**src/rtl/add_bist_pkg.sv**
```systemverilog
// Shared types and the golden-sum helper for the adder self-test engine.
package add_bist_pkg;

  typedef enum logic [1:0] {
    IDLE,
    SETTLE,
    CHECK,
    DONE
  } state_e;

  // Widest adder the helper can model; callers truncate to WIDTH+1 bits.
  localparam int MAX_W = 32;

  function automatic logic [MAX_W:0] expected_sum(input logic [MAX_W-1:0] a,
                                                  input logic [MAX_W-1:0] b);
    return {1'b0, a} + {1'b0, b};
  endfunction

endpackage

```
**src/rtl/add_bist.sv**
```systemverilog
// Exhaustive self-test driver/checker for a combinational WIDTH-bit adder.
// Sweeps every operand pair, counts mismatches and records the first one.
module add_bist
  import add_bist_pkg::*;
#(
  parameter int WIDTH         = 4,
  parameter int SETTLE_CYCLES = 1,
  parameter int ERR_W         = 9
) (
  input  logic             clk,
  input  logic             rst,
  input  logic             start,
  output logic             busy,
  output logic             done,
  output logic             pass,
  output logic [ERR_W-1:0] err_cnt,
  output logic             first_err_valid,
  output logic [WIDTH-1:0] first_err_a,
  output logic [WIDTH-1:0] first_err_b,
  output logic [WIDTH-1:0] dut_a,
  output logic [WIDTH-1:0] dut_b,
  input  logic [WIDTH-1:0] dut_s,
  input  logic             dut_cout
);

  localparam int IW = 2 * WIDTH;
  localparam int CW = (SETTLE_CYCLES > 1) ? $clog2(SETTLE_CYCLES) : 1;

  state_e             state_q, state_d;
  logic [IW-1:0]      idx_q, idx_d;
  logic [CW-1:0]      cnt_q, cnt_d;
  logic [ERR_W-1:0]   err_q, err_d;
  logic               fv_q, fv_d;
  logic [WIDTH-1:0]   fa_q, fa_d;
  logic [WIDTH-1:0]   fb_q, fb_d;
  logic [WIDTH-1:0]   a_q, a_d;
  logic [WIDTH-1:0]   b_q, b_d;
  logic               pass_q, pass_d;

  logic [WIDTH:0]     exp_sum;
  logic               mismatch;
  logic               last_vec;
  logic               settle_end;

  assign exp_sum    = (WIDTH+1)'(expected_sum(MAX_W'(a_q), MAX_W'(b_q)));
  assign mismatch   = ({dut_cout, dut_s} != exp_sum);
  assign last_vec   = &idx_q;
  assign settle_end = (cnt_q == CW'(SETTLE_CYCLES - 1));

  always_ff @(posedge clk) begin
    if (rst) begin
      state_q <= IDLE;
      idx_q   <= '0;
      cnt_q   <= '0;
      err_q   <= '0;
      fv_q    <= 1'b0;
      fa_q    <= '0;
      fb_q    <= '0;
      a_q     <= '0;
      b_q     <= '0;
      pass_q  <= 1'b0;
    end else begin
      state_q <= state_d;
      idx_q   <= idx_d;
      cnt_q   <= cnt_d;
      err_q   <= err_d;
      fv_q    <= fv_d;
      fa_q    <= fa_d;
      fb_q    <= fb_d;
      a_q     <= a_d;
      b_q     <= b_d;
      pass_q  <= pass_d;
    end
  end

  always_comb begin
    state_d = state_q;
    case (state_q)
      IDLE:    if (start) state_d = SETTLE;
      SETTLE:  if (settle_end) state_d = CHECK;
      CHECK:   state_d = last_vec ? DONE : SETTLE;
      DONE:    state_d = IDLE;
      default: state_d = IDLE;
    endcase
  end

  always_comb begin
    busy = (state_q == SETTLE) || (state_q == CHECK);
    done = (state_q == DONE);
  end

  always_comb begin
    idx_d  = idx_q;
    cnt_d  = cnt_q;
    err_d  = err_q;
    fv_d   = fv_q;
    fa_d   = fa_q;
    fb_d   = fb_q;
    a_d    = a_q;
    b_d    = b_q;
    pass_d = pass_q;
    case (state_q)
      IDLE: begin
        if (start) begin
          idx_d  = '0;
          a_d    = '0;
          b_d    = '0;
          err_d  = '0;
          fv_d   = 1'b0;
          pass_d = 1'b0;
          cnt_d  = '0;
        end
      end
      SETTLE: cnt_d = cnt_q + 1'b1;
      CHECK: begin
        if (mismatch) begin
          if (!(&err_q)) err_d = err_q + 1'b1;
          if (!fv_q) begin
            fa_d = a_q;
            fb_d = b_q;
            fv_d = 1'b1;
          end
        end
        // pass is settled here so it is already valid alongside the done pulse
        if (last_vec) begin
          pass_d = (err_d == '0);
        end else begin
          idx_d = idx_q + 1'b1;
          a_d   = idx_d[WIDTH-1:0];
          b_d   = idx_d[IW-1:WIDTH];
          cnt_d = '0;
        end
      end
      DONE: begin
        a_d = '0;
        b_d = '0;
      end
      default: ;
    endcase
  end

  assign pass            = pass_q;
  assign err_cnt         = err_q;
  assign first_err_valid = fv_q;
  assign first_err_a     = fa_q;
  assign first_err_b     = fb_q;
  assign dut_a           = a_q;
  assign dut_b           = b_q;

endmodule

```
**config.mk**
```make
export PLATFORM = sky130hd
export DESIGN_NAME = add_bist
export DESIGN_NICKNAME = d
export VERILOG_FILES = /design/src/rtl/add_bist_pkg.sv /design/src/rtl/add_bist.sv
export SDC_FILE = /design/constraint.sdc
export NUM_CORES = 1
export LEC_CHECK = 0
export BUFFER_PORTS_ARGS = -buffer_cell sky130_fd_sc_hd__buf_2
export CAP_MARGIN = 20
export CORE_UTILIZATION = 40
export DETAILED_ROUTE_END_ITERATION = 10
export GPL_TIMING_DRIVEN = 1
export HOLD_SLACK_MARGIN = 0.08
export PLACE_DENSITY = 0.7
export SETUP_SLACK_MARGIN = 0.02
export SLEW_MARGIN = 20
export SYNTH_ARGS = -nofsm -noshare
export SYNTH_HDL_FRONTEND = slang
export SYNTH_SLANG_ARGS = --single-unit
```
**constraint.sdc**
```tcl
create_clock -name clk -period 2.4 [get_ports clk]
set_input_delay 0 -clock clk [delete_from_list [all_inputs] [get_ports clk]]
set_output_delay 0 -clock clk [all_outputs]
set_load 0.02 [all_outputs]
```
==> results of run 1 <==
==> power groups by stage <==
stage | registers [mW] | logic [mW] | clock network (mW)
detailed placement | 0.712 | 0.510 | 0
global placement | 0.710 | 0.504 | 0
floorplan | 0.716 | 0.339 | 0
global route | 0.704 | 0.586 | 0.477
finish | 0.698 | 0.528 | 0.426
CTS | 0.698 | 0.515 | 0.442
==> worst max-delay path, stage by stage (launching register included) <==
cell       delay [ns]
dfxtp_4          0.36
ha_4             0.16
fa_2             0.36
xnor2_2          0.16
a2111oi_4        0.44
buf_4            0.22
nand2_2          0.08
or3_1            0.32
a21boi_1         0.13
a31o_1           0.15
==> synthesized netlist by cell type, drive strengths merged (2+ instances only) <==
| cell type | count | area [sq um] |
|---|---|---|
| a31o | 2 | 17.5 |
| a311oi | 3 | 26.3 |
| nor2 | 26 | 97.6 |
| ha | 12 | 150 |
| and3 | 3 | 18.8 |
| xor2 | 7 | 61.3 |
| xnor2 | 4 | 35.0 |
| a32oi | 2 | 25.0 |
| o21ai | 9 | 45.0 |
| inv | 8 | 30.0 |
| nand2 | 41 | 154 |
| dfxtp | 38 | 761 |
| a211oi | 4 | 35.0 |
| or3 | 7 | 43.8 |
| nand3 | 14 | 70.1 |
| a22oi | 3 | 22.5 |
| mux2i | 10 | 100 |
| a2111oi | 2 | 36.3 |
| a21oi | 30 | 150 |
| clkbuf | 8 | 30.0 |
| nand2b | 2 | 12.5 |
| a21o | 2 | 15.0 |
| mux2 | 2 | 22.5 |
| nor3 | 4 | 20.0 |
==> worst max-delay path by stage <==
stage | slack (ns) | from | depth (start not counted) | end
finish | -0.02 | dut_b[0] | 9 | pass
global route | -0.15 | dut_b[0] | 9 | err_cnt[3]
CTS | -0.02 | dut_b[0] | 9 | pass
detailed placement | -0.11 | dut_a[2] | 9 | pass
global placement | -0.02 | dut_b[0] | 8 | pass
floorplan | -0.06 | dut_b[0] | 8 | err_cnt[3]
==> cell families after synthesis <==
group                      synth area share
muxes                                0.0589
AOI/OAI and AO/OA                     0.206
and+or+nand+nor                       0.212
adders and majority gates            0.0818
xor gates and xnor gates             0.0463
DFF                                   0.366
buffers and inverters                0.0289
==> through the flow <==
step	power, mW	area, sq um	setup TNS (ns)	util	hold slack [ns]
2_1_floorplan	1.06	2130	-0.115	-	0.297
3_3_place_gp	1.21	2510	-0.0177	0.517	0.433
3_5_place_dp	1.22	2510	-0.123	0.517	0.436
4_1_cts	1.65	2620	-0.0377	0.541	0.169
5_1_grt	1.77	2650	-0.819	0.547	0.226
6_report	1.65	2650	-0.0244	0.547	0.182
==> routing by layer <==
layer,track usage,part of all wire,up-vias
met5,0,0,-
met2,0.305,0.45,39
met3,0.0474,0.041,6
met4,0.0662,0.011,0
li1,-,-,1005
met1,0.281,0.49,922
==> sequential cells by signal (all words and copies together) (netlist names), 2 cells and up <==
register     cells
first_err_b      4
dut_a            4
state_q          2
first_err_a      4
dut_b            4
err_cnt          9
idx_q            8
==> layout make-up <==
type / instances / area [sq um]
clock buffers: 6 / 72.6
clock inverters: 2 / 10.0
fillers: 455 / 2200
inverters: 8 / 30.0
multi-input cells: 201 / 1360
flip-flops and latches: 38 / 773
well taps: 67 / 83.8
repair buffers: 53 / 324
==> repair_timing <==
item                                   CTS  global route
endpoints found under the hold margin    0             0
setup endpoints to repair                5            17
resized for setup                        4             8
pin swaps                                8             4
==> results.tsv, run 1 <==
stage	metric	value	unit
worst_setup_path	CP endpoint kind	register	
cells_and_area	Layout Nets	328	
detailed_routing	post-route ant nets	0	
cts	root buffer cell	clkbuf_8	
detailed_routing	drt first pass iters	4	
worst_setup_path	Worst Path Arrival	2.66	ns
die	row cnt	25	
cts	CTS Buf Count	5	
hold_path	WHS Path Cells	4	
worst_setup_path	Crit Path Category	register to register	
yosys	ys flop type	dfxtp_1	
die	I/O pins	37	
cts	clk sinks	38	
place	PortBufs	36	
detailed_routing	Post-route DRC	0	
timing	RSZ-0062 raised after global routing	yes	
die	core footprint	0.00485	sq mm
hold_path	critical hold path startpoint	start	
detailed_routing	drt total wl	5.04	mm
cts	clock latency on the worst-skew pair	0.29	ns
detailed_routing	post-DR wirelength/cell	13.4	microns
cts	hold_buf cts	0	
cells_and_area	Layout area overhead	27.4	%
timing	Layout Skew	0.00655	ns
place	GPL Wtd Cong	0.842	
cts	TritonCTS clock tree	yes	
detailed_routing	vias per cell	5.26	
yosys	Yosys reg bits	38	
die	Die Y	74.1	microns
timing	fin worst setup slack	-0.0244	ns
yosys	register area share after synthesis	0.366	
timing	Slew headroom	0.527	
global_route	initial antenna violation count	0	
cells_and_area	most frequent cells in the layout	39 x nand2_1, 36 x buf_2, 32 x dfxtp_1	
pwr	clock share of power	0.258	
pwr	LEAKAGE	1.08	nW
yosys	Syn Inst Count	255	
timing	Hold Vio Cnt, Final	0	
yosys	Avg Inst Size Synth	8.16	sq um
timing	Slew @ Worst Pin	0.710	ns
status	status	complete, but fails checks	
die	Die W	74.1	microns
cells_and_area	Post-Layout Cell Count	375	
status	failing checks	negative setup slack	
global_route	GR Overflow Total	0	
yosys	yosys warns	0	
job	max cap viols	0	
cells_and_area	commonest non-fill, non-tap cell in the layout	nand2_1	
yosys	Post-synth EDFFs	0	
worst_setup_path	worst r2r dst	pass	
timing	Final period util	1.01	
worst_setup_path	Setup crit start kind	register	
cts	Max Root-Sink Buffers	2	
worst_setup_path	Critical Path RT	2.64	ns
cells_and_area	antenna cells	0	
timing	achievable frequency	0.412	GHz
yosys	Post-Syn Nets	276	
pwr	sw frac	0.360	
place	Setup WS pre-CTS	-0.107	ns
global_route	first-pass GRT wire length	8.52	mm
hold_path	Min-Delay Endpoint	first_err_valid	
pwr	sequential power share	0.423	
timing	crit path time final	2.42	ns
timing	Final Max Slew Viols	0	
global_route	GRT Util Overall	0.201	
cts	Clk pin slew, worst setup/hold paths	0.08	ns
worst_setup_path	reg2reg start	dut_b[0]	
cells_and_area	ratio of cells with drive above 1 in the final layout	0.289	
detailed_routing	Iter 0 DRT Violations	176	
worst_setup_path	cells on worst reg2reg path	9	
global_route	vias in the first global route	1793	
yosys	Cell variety after synth	41	
die	die area	0.00549	sq mm
yosys	Synth async-reset ratio	0	
cts	H-tree levels	2	
pwr	VDD IR max	0.411	mV
pwr	Combinational Power Share	0.319	
yosys	Syn Std Cell Area	0.00208	sq mm
place	placed cell count	367	
worst_setup_path	R2R setup slack	-0.02	ns
pwr	P_sw	0.595	mW
pwr	Pint	1.06	mW
die	initial core utilization	0.429	
timing	final-report setup violation count	1	
worst_setup_path	CP Max Fanout	4	
hold_path	Hold Path Class	input port to register	
global_route	pin count of the biggest net entering global routing	40	
place	post-DP HPWL	3.63	mm
pwr	PD cells	624	mW/mm^2
cts	post-CTS setup repair buffer count	0	
detailed_routing	via count	1972	
Note: power is estimated with default switching activity, not from simulation.
==> inputs of run 2 (changes only) <==
- PLACE_DENSITY: 0.7 -> not set
- PLACE_DENSITY_LB_ADDON: not set -> 0.3
==> run 2 against run 1 <==
Net effect:
- the flow still finishes with violations (negative setup slack)
- first-iteration DRC count is 56% lower
- maximum frequency decreased by 2.7%
- global-route usage decreased by 0.22 points
- critical path depth did not move
- combinational power down 0.8%
- total power rose by 13%
- worst setup slack got worse by 0.068 ns
- utilization up 1.6 points
- flip-flop and latch count did not move
- largest power group unchanged
- highest routed layer unchanged
==> results.tsv, run 2 (synthesized netlist as in run 1, its figures left out) <==
stage	metric	value	unit	change
status	status	complete, but fails checks		
status	failing checks	negative setup slack		
detailed_routing	drt total wl	5.23	mm	+3.8%
detailed_routing	Iter 0 DRT Violations	78		-56%
cts	TritonCTS clock tree	yes		
cells_and_area	Post-Layout Cell Count	379		+1.1%
timing	Layout Skew	0.00705	ns	+0.000503 ns
worst_setup_path	Setup crit start kind	register		
detailed_routing	post-route ant nets	0		unchanged
pwr	PD cells	685	mW/mm^2	+9.9%
worst_setup_path	crit-path cells	ha_4 > fa_2 > xor2_2 > a2111oi_4 > buf_4 > a211oi_2 > mux2i_1 > o21ba_2 > a31o_1		
timing	Final period util	1.04		+0.0281
die	Die W	74.1	microns	unchanged
cts	Max Root-Sink Buffers	2		unchanged
cells_and_area	Largest register FFs	9		unchanged
job	max cap viols	0		unchanged
global_route	initial antenna violation count	0		unchanged
global_route	first-pass GRT wire length	8.29	mm	-2.8%
detailed_routing	drt first pass iters	6		+2
timing	final-report setup violation count	2		+1
die	I/O pins	37		unchanged
cells_and_area	Layout area overhead	31.1	%	
worst_setup_path	CP endpoint kind	register		
cts	Clk pin slew, worst setup/hold paths	0.08	ns	about the same
global_route	GR Overflow Total	0		unchanged
global_route	GRT Util Overall	0.199		-0.00217
worst_setup_path	Crit Path Category	register to register		
cts	root buffer cell	clkbuf_8		
cts	clock latency on the worst-skew pair	0.30	ns	about the same
cts	H-tree levels	2		unchanged
die	die area	0.00549	sq mm	unchanged
timing	Final Max Slew Viols	0		unchanged
timing	achievable frequency	0.401	GHz	-2.7%
cts	CTS Buf Count	5		unchanged
detailed_routing	via count	2004		+1.6%
timing	Hold Vio Cnt, Final	0		unchanged
timing	TNS Setup	-0.162	ns	-0.137 ns
timing	Slew @ Worst Pin	0.710	ns	-0.000115 ns
cells_and_area	post-layout util	0.563		+0.0160
detailed_routing	Post-route DRC	0		unchanged
worst_setup_path	CP peak stage delay	0.55	ns	+0.11 ns
die	row cnt	25		unchanged
pwr	VDD IR max	0.415	mV	+0.96%
timing	crit path time final	2.49	ns	+0.0675 ns
detailed_routing	post-DR wirelength/cell	13.8	microns	+2.7%
hold_path	Hold Path Class	input port to register		
cts	clk sinks	38		unchanged
pwr	LEAKAGE	1.12	nW	+3.8%
global_route	vias in the first global route	1776		-0.95%
timing	fin worst setup slack	-0.0919	ns	-0.0675 ns
timing	Slew headroom	0.527		about the same
cells_and_area	ratio of cells with drive above 1 in the final layout	0.304		+0.0155
cts	hold_buf cts	0		unchanged
worst_setup_path	CP Max Fanout	4		unchanged
die	initial core utilization	0.429		unchanged
worst_setup_path	crit path buf inv count	1		unchanged
place	PortBufs	36		unchanged
place	GPL Wtd Cong	0.817		-2.9%
timing	RSZ-0062 raised after global routing	yes		
place	post-DP HPWL	3.68	mm	+1.4%
place	placed cell count	368		+0.27%
die	Die Y	74.1	microns	unchanged
detailed_routing	vias per cell	5.29		+0.55%
cells_and_area	antenna cells	0		unchanged
worst_setup_path	Top delay family on crit path	adder cells		
worst_setup_path	Critical Path RT	2.60	ns	-0.04 ns
cells_and_area	most frequent cells in the layout	40 x nand2_1, 36 x buf_2, 32 x dfxtp_1		
worst_setup_path	Worst Path Arrival	2.69	ns	+0.03 ns
global_route	pin count of the biggest net entering global routing	40		unchanged
worst_setup_path	slowest stage cell on the critical path	fa_2		
die	core footprint	0.00485	sq mm	unchanged
cells_and_area	Layout Nets	332		+1.2%
cells_and_area	commonest non-fill, non-tap cell in the layout	nand2_1		
run 2: changes by cell type in the layout (fill, tap and decap cells not counted), moves of 2 or more:
cell       delta
buf_4         +5
a211oi_1      -2
a211oi_2      +2
bufinv_16     +2
clkinv_2      -2
run 2: final cells by class:
cell class	count	area [sq um]
fill	449	2120
multi-input combinational	201	1360
sequential	38	773
timing repair buffer	57	350
tap	67	83.8
clock buffer	5	68.8
clock inverter	3	63.8
inverter	8	30.0
run 2: stage by stage:
| step | hold slack [ns] | power, mW | worst slack [ns] | instance area [sq um] |
|---|---|---|---|---|
| global placement | 0.433 | 1.22 | -0.0746 | 2520 |
| global route | 0.216 | 1.97 | -0.203 | 2730 |
| CTS | 0.149 | 1.88 | -0.0923 | 2670 |
| detailed placement | 0.433 | 1.22 | -0.0884 | 2520 |
| finish | 0.164 | 1.87 | -0.0919 | 2730 |
| floorplan | 0.297 | 1.06 | -0.0643 | 2130 |
run 2: report_power, final:
part	switching [mW]	internal, mW	total [mW]	leakage (nW)
Combinational	0.328	0.195	0.524	0.742
Clock	0.237	0.411	0.648	0.0658
Sequential	0.0361	0.660	0.697	0.311
run 2: final timing paths:
| kind | depth (start not counted) | to | slack [ns] | from |
|---|---|---|---|---|
| min reg2reg | 2 | idx_q[5] | 0.48 | idx_q[5] |
| max | 9 | pass | -0.09 | dut_b[0] |
| min | 4 | first_err_valid | 0.16 | start |
| max reg2reg | 9 | pass | -0.09 | dut_b[0] |
run 2: worst reg2reg max path, cell delays in order, from the launching register on:
cell and delay [ns]:
dfxtp_4 0.36, ha_4 0.16, fa_2 0.55, xor2_2 0.20, a2111oi_4 0.07, buf_4 0.15
a211oi_2 0.19, mux2i_1 0.32, o21ba_2 0.20, a31o_1 0.20
run 2: timing repair:
| item | CTS | global route |
|---|---|---|
| gates resized for setup | 3 | 10 |
| pin swaps | 3 | 7 |
| endpoints found under the setup margin | 6 | 18 |
| setup buffers | 1 | 3 |
run 2: metal layers:
layer,wire (microns),global-route usage
met5,0,0
met4,82,0.0791
met3,197,0.0501
met2,2380,0.292
met1,2570,0.279
==> inputs of run 3 (changes only) <==
- CORE_MARGIN: not set -> 1.5
==> run 3 against run 2 <==
Net effect:
- the run still ends with negative setup slack left
- critical path depth is the same
- die area grew 2.7%
- clock power shrank 17%
- combinational power is essentially flat
- largest cell class unchanged
- worst setup slack lost 0.038 ns
- register-to-register slack lost 0.04 ns
- maximum frequency shrank 1.5%
- flip-flop and latch count is the same
- via count grew 3.0%
==> results.tsv, run 3 (synthesized netlist as in run 1, its figures left out) <==
stage	metric	value	unit	change
place	Setup WS pre-CTS	-0.0814	ns	+0.00700 ns
cells_and_area	ratio of cells with drive above 1 in the final layout	0.324		+0.0193
worst_setup_path	worst setup path endpoint	pass		
timing	Hold Vio Cnt, Final	0		unchanged
place	PortBufs	36		unchanged
global_route	first-pass GRT wire length	7.88	mm	-4.9%
cts	root buffer cell	clkbuf_8		
pwr	VDD IR max	0.352	mV	-15%
timing	Slew headroom	0.530		+0.00307
worst_setup_path	reg2reg start	dut_a[0]		
detailed_routing	drt first pass iters	4		-2
timing	final-report setup violation count	16		+14
timing	crit path time final	2.53	ns	+0.0379 ns
cells_and_area	antenna cells	0		unchanged
hold_path	Hold Path Class	input port to register		
die	row cnt	26		+4.0%
timing	Layout Skew	0.00448	ns	-0.00257 ns
timing	RSZ-0062 raised after global routing	yes		
worst_setup_path	worst r2r dst	pass		
detailed_routing	Post-route DRC	0		unchanged
cells_and_area	fill count	490		+9.1%
global_route	initial antenna violation count	0		unchanged
cts	clk sinks	38		unchanged
cts	TritonCTS clock tree	yes		
place	post-DP HPWL	3.67	mm	-0.22%
global_route	vias in the first global route	1717		-3.3%
worst_setup_path	R2R setup slack	-0.13	ns	-0.04 ns
place	placed cell count	371		+0.82%
pwr	LEAKAGE	1.13	nW	+1.2%
die	core footprint	0.00507	sq mm	+4.7%
timing	Final period util	1.05		+0.0158
global_route	global routing met3 resource utilization	0.0214		-0.0287
worst_setup_path	crit path from	dut_a[0]		
detailed_routing	via count	2064		+3.0%
cts	H-tree levels	2		unchanged
place	GPL Wtd Cong	0.882		+7.9%
worst_setup_path	CP Max Fanout	4		unchanged
worst_setup_path	Crit Path Category	register to register		
die	die area	0.00564	sq mm	+2.7%
cts	Clk pin slew, worst setup/hold paths	0.08	ns	about the same
die	Die Y	75.1	microns	+1.3%
die	Die W	75.1	microns	+1.3%
die	initial core utilization	0.410		-0.0192
worst_setup_path	cells on worst reg2reg path	9		unchanged
status	status	complete, but fails checks		
worst_setup_path	Critical Path RT	2.63	ns	+0.03 ns
timing	Final Max Slew Viols	0		unchanged
timing	Slew @ Worst Pin	0.705	ns	-0.00461 ns
worst_setup_path	Worst Path Arrival	2.76	ns	+0.07 ns
cells_and_area	Layout Nets	335		+0.90%
pwr	PD cells	633	mW/mm^2	-7.7%
detailed_routing	vias per cell	5.36		+1.4%
cts	CTS Buf Count	5		unchanged
job	max cap viols	0		unchanged
worst_setup_path	Setup crit start kind	register		
status	failing checks	negative setup slack		
die	I/O pins	37		unchanged
global_route	GR met2 Demand/Resource	0.291		-0.000867
detailed_routing	post-route ant nets	0		unchanged
cells_and_area	commonest non-fill, non-tap cell in the layout	nand2_1		
cells_and_area	Layout area overhead	33.9	%	
global_route	GRT Util Overall	0.181		-0.0184
global_route	met1 GRT Util	0.251		-0.0279
detailed_routing	post-DR wirelength/cell	13.7	microns	-0.65%
cts	Max Root-Sink Buffers	2		unchanged
worst_setup_path	CP endpoint kind	register		
global_route	most heavily used metal layer in global routing	met2		
detailed_routing	Iter 0 DRT Violations	95		+22%
global_route	pin count of the biggest net entering global routing	40		unchanged
cts	clock latency on the worst-skew pair	0.28	ns	-0.02 ns
cells_and_area	Post-Layout Cell Count	385		+1.6%
global_route	GR Overflow Total	0		unchanged
cells_and_area	most frequent cells in the layout	40 x nand2_1, 36 x buf_2, 32 x dfxtp_1		
timing	achievable frequency	0.395	GHz	-1.5%
cells_and_area	Largest register FFs	9		unchanged
timing	fin worst setup slack	-0.130	ns	-0.0379 ns
detailed_routing	drt total wl	5.28	mm	+0.92%
==> run 3: changes by cell type in the layout (fill, tap and decap cells not counted), moves of 2 or more <==
cell / previous run / this run
buf_6: 0 / 3
a211oi_2: 2 / 0
clkinv_2: 0 / 2
o21ai_2: 1 / 3
xnor2_1: 1 / 3
xnor2_2: 3 / 1
==> run 3: through the flow <==
step           power [mW]  hold WS, ns  TNS (ns)  utilization  cell area [sq um]
4_1_cts              1.75        0.157    -0.154        0.524               2660
2_1_floorplan        1.06        0.297    -0.115            -               2130
3_3_place_gp         1.20        0.432   -0.0442        0.497               2520
5_1_grt              1.86        0.200     -2.20        0.549               2790
6_report             1.76        0.172    -0.491        0.549               2790
3_5_place_dp         1.21        0.433    -0.202        0.497               2520
==> run 3: worst min-delay path by stage <==
stage	start	endpoint	cells past startpoint
floorplan	start	err_cnt[8]	3
global placement	first_err_b[2]	first_err_b[2]	1
detailed placement	first_err_a[2]	first_err_a[2]	1
CTS	start	first_err_valid	4
global route	start	first_err_valid	4
finish	start	first_err_valid	4
==> run 3: where the power goes <==
| part | switching (mW) | internal (mW) | leakage (nW) | total, mW |
|---|---|---|---|---|
| logic | 0.331 | 0.196 | 0.763 | 0.527 |
| registers | 0.0391 | 0.660 | 0.311 | 0.700 |
| clock network | 0.230 | 0.306 | 0.0579 | 0.536 |
| total | 0.600 | 1.16 | 1.13 | 1.76 |
==> run 3: area by class of cell <==
class | instances | area, sq um | share of cell area
Inverter | 8 | 32.5 | 0.0117
Multi-Input combinational cell | 201 | 1400 | 0.502
Timing Repair Buffer | 60 | 384 | 0.138
Clock inverter | 3 | 40.0 | 0.0144
Clock buffer | 5 | 68.8 | 0.0247
Tap cell | 70 | 87.6 | 0.0314
Sequential cell | 38 | 773 | 0.278
==> run 3: per-layer routing <==
layer / up-vias / routed length (microns)
li1: 1015 / -
met1: 979 / 2440
met2: 59 / 2500
met3: 11 / 223
met4: 0 / 110
met5: - / 0
==> run 3: timing repair <==
action                                 CTS  global route
hold buffers                             0             0
endpoints found under the hold margin    0             0
cloned                                   0             0
setup buffers                            2             6
pin swaps                                9            20
setup endpoints to repair                8            17
gates resized for setup                  6            19
==> run 3: worst max-delay path, stage by stage, from the launching register on <==
cell	delay, ns
dfxtp_4	0.36
ha_4	0.16
fa_2	0.55
xor2_2	0.08
a2111oi_4	0.41
buf_4	0.18
a21oi_2	0.05
mux2_2	0.30
a211oi_1	0.22
a31o_1	0.17
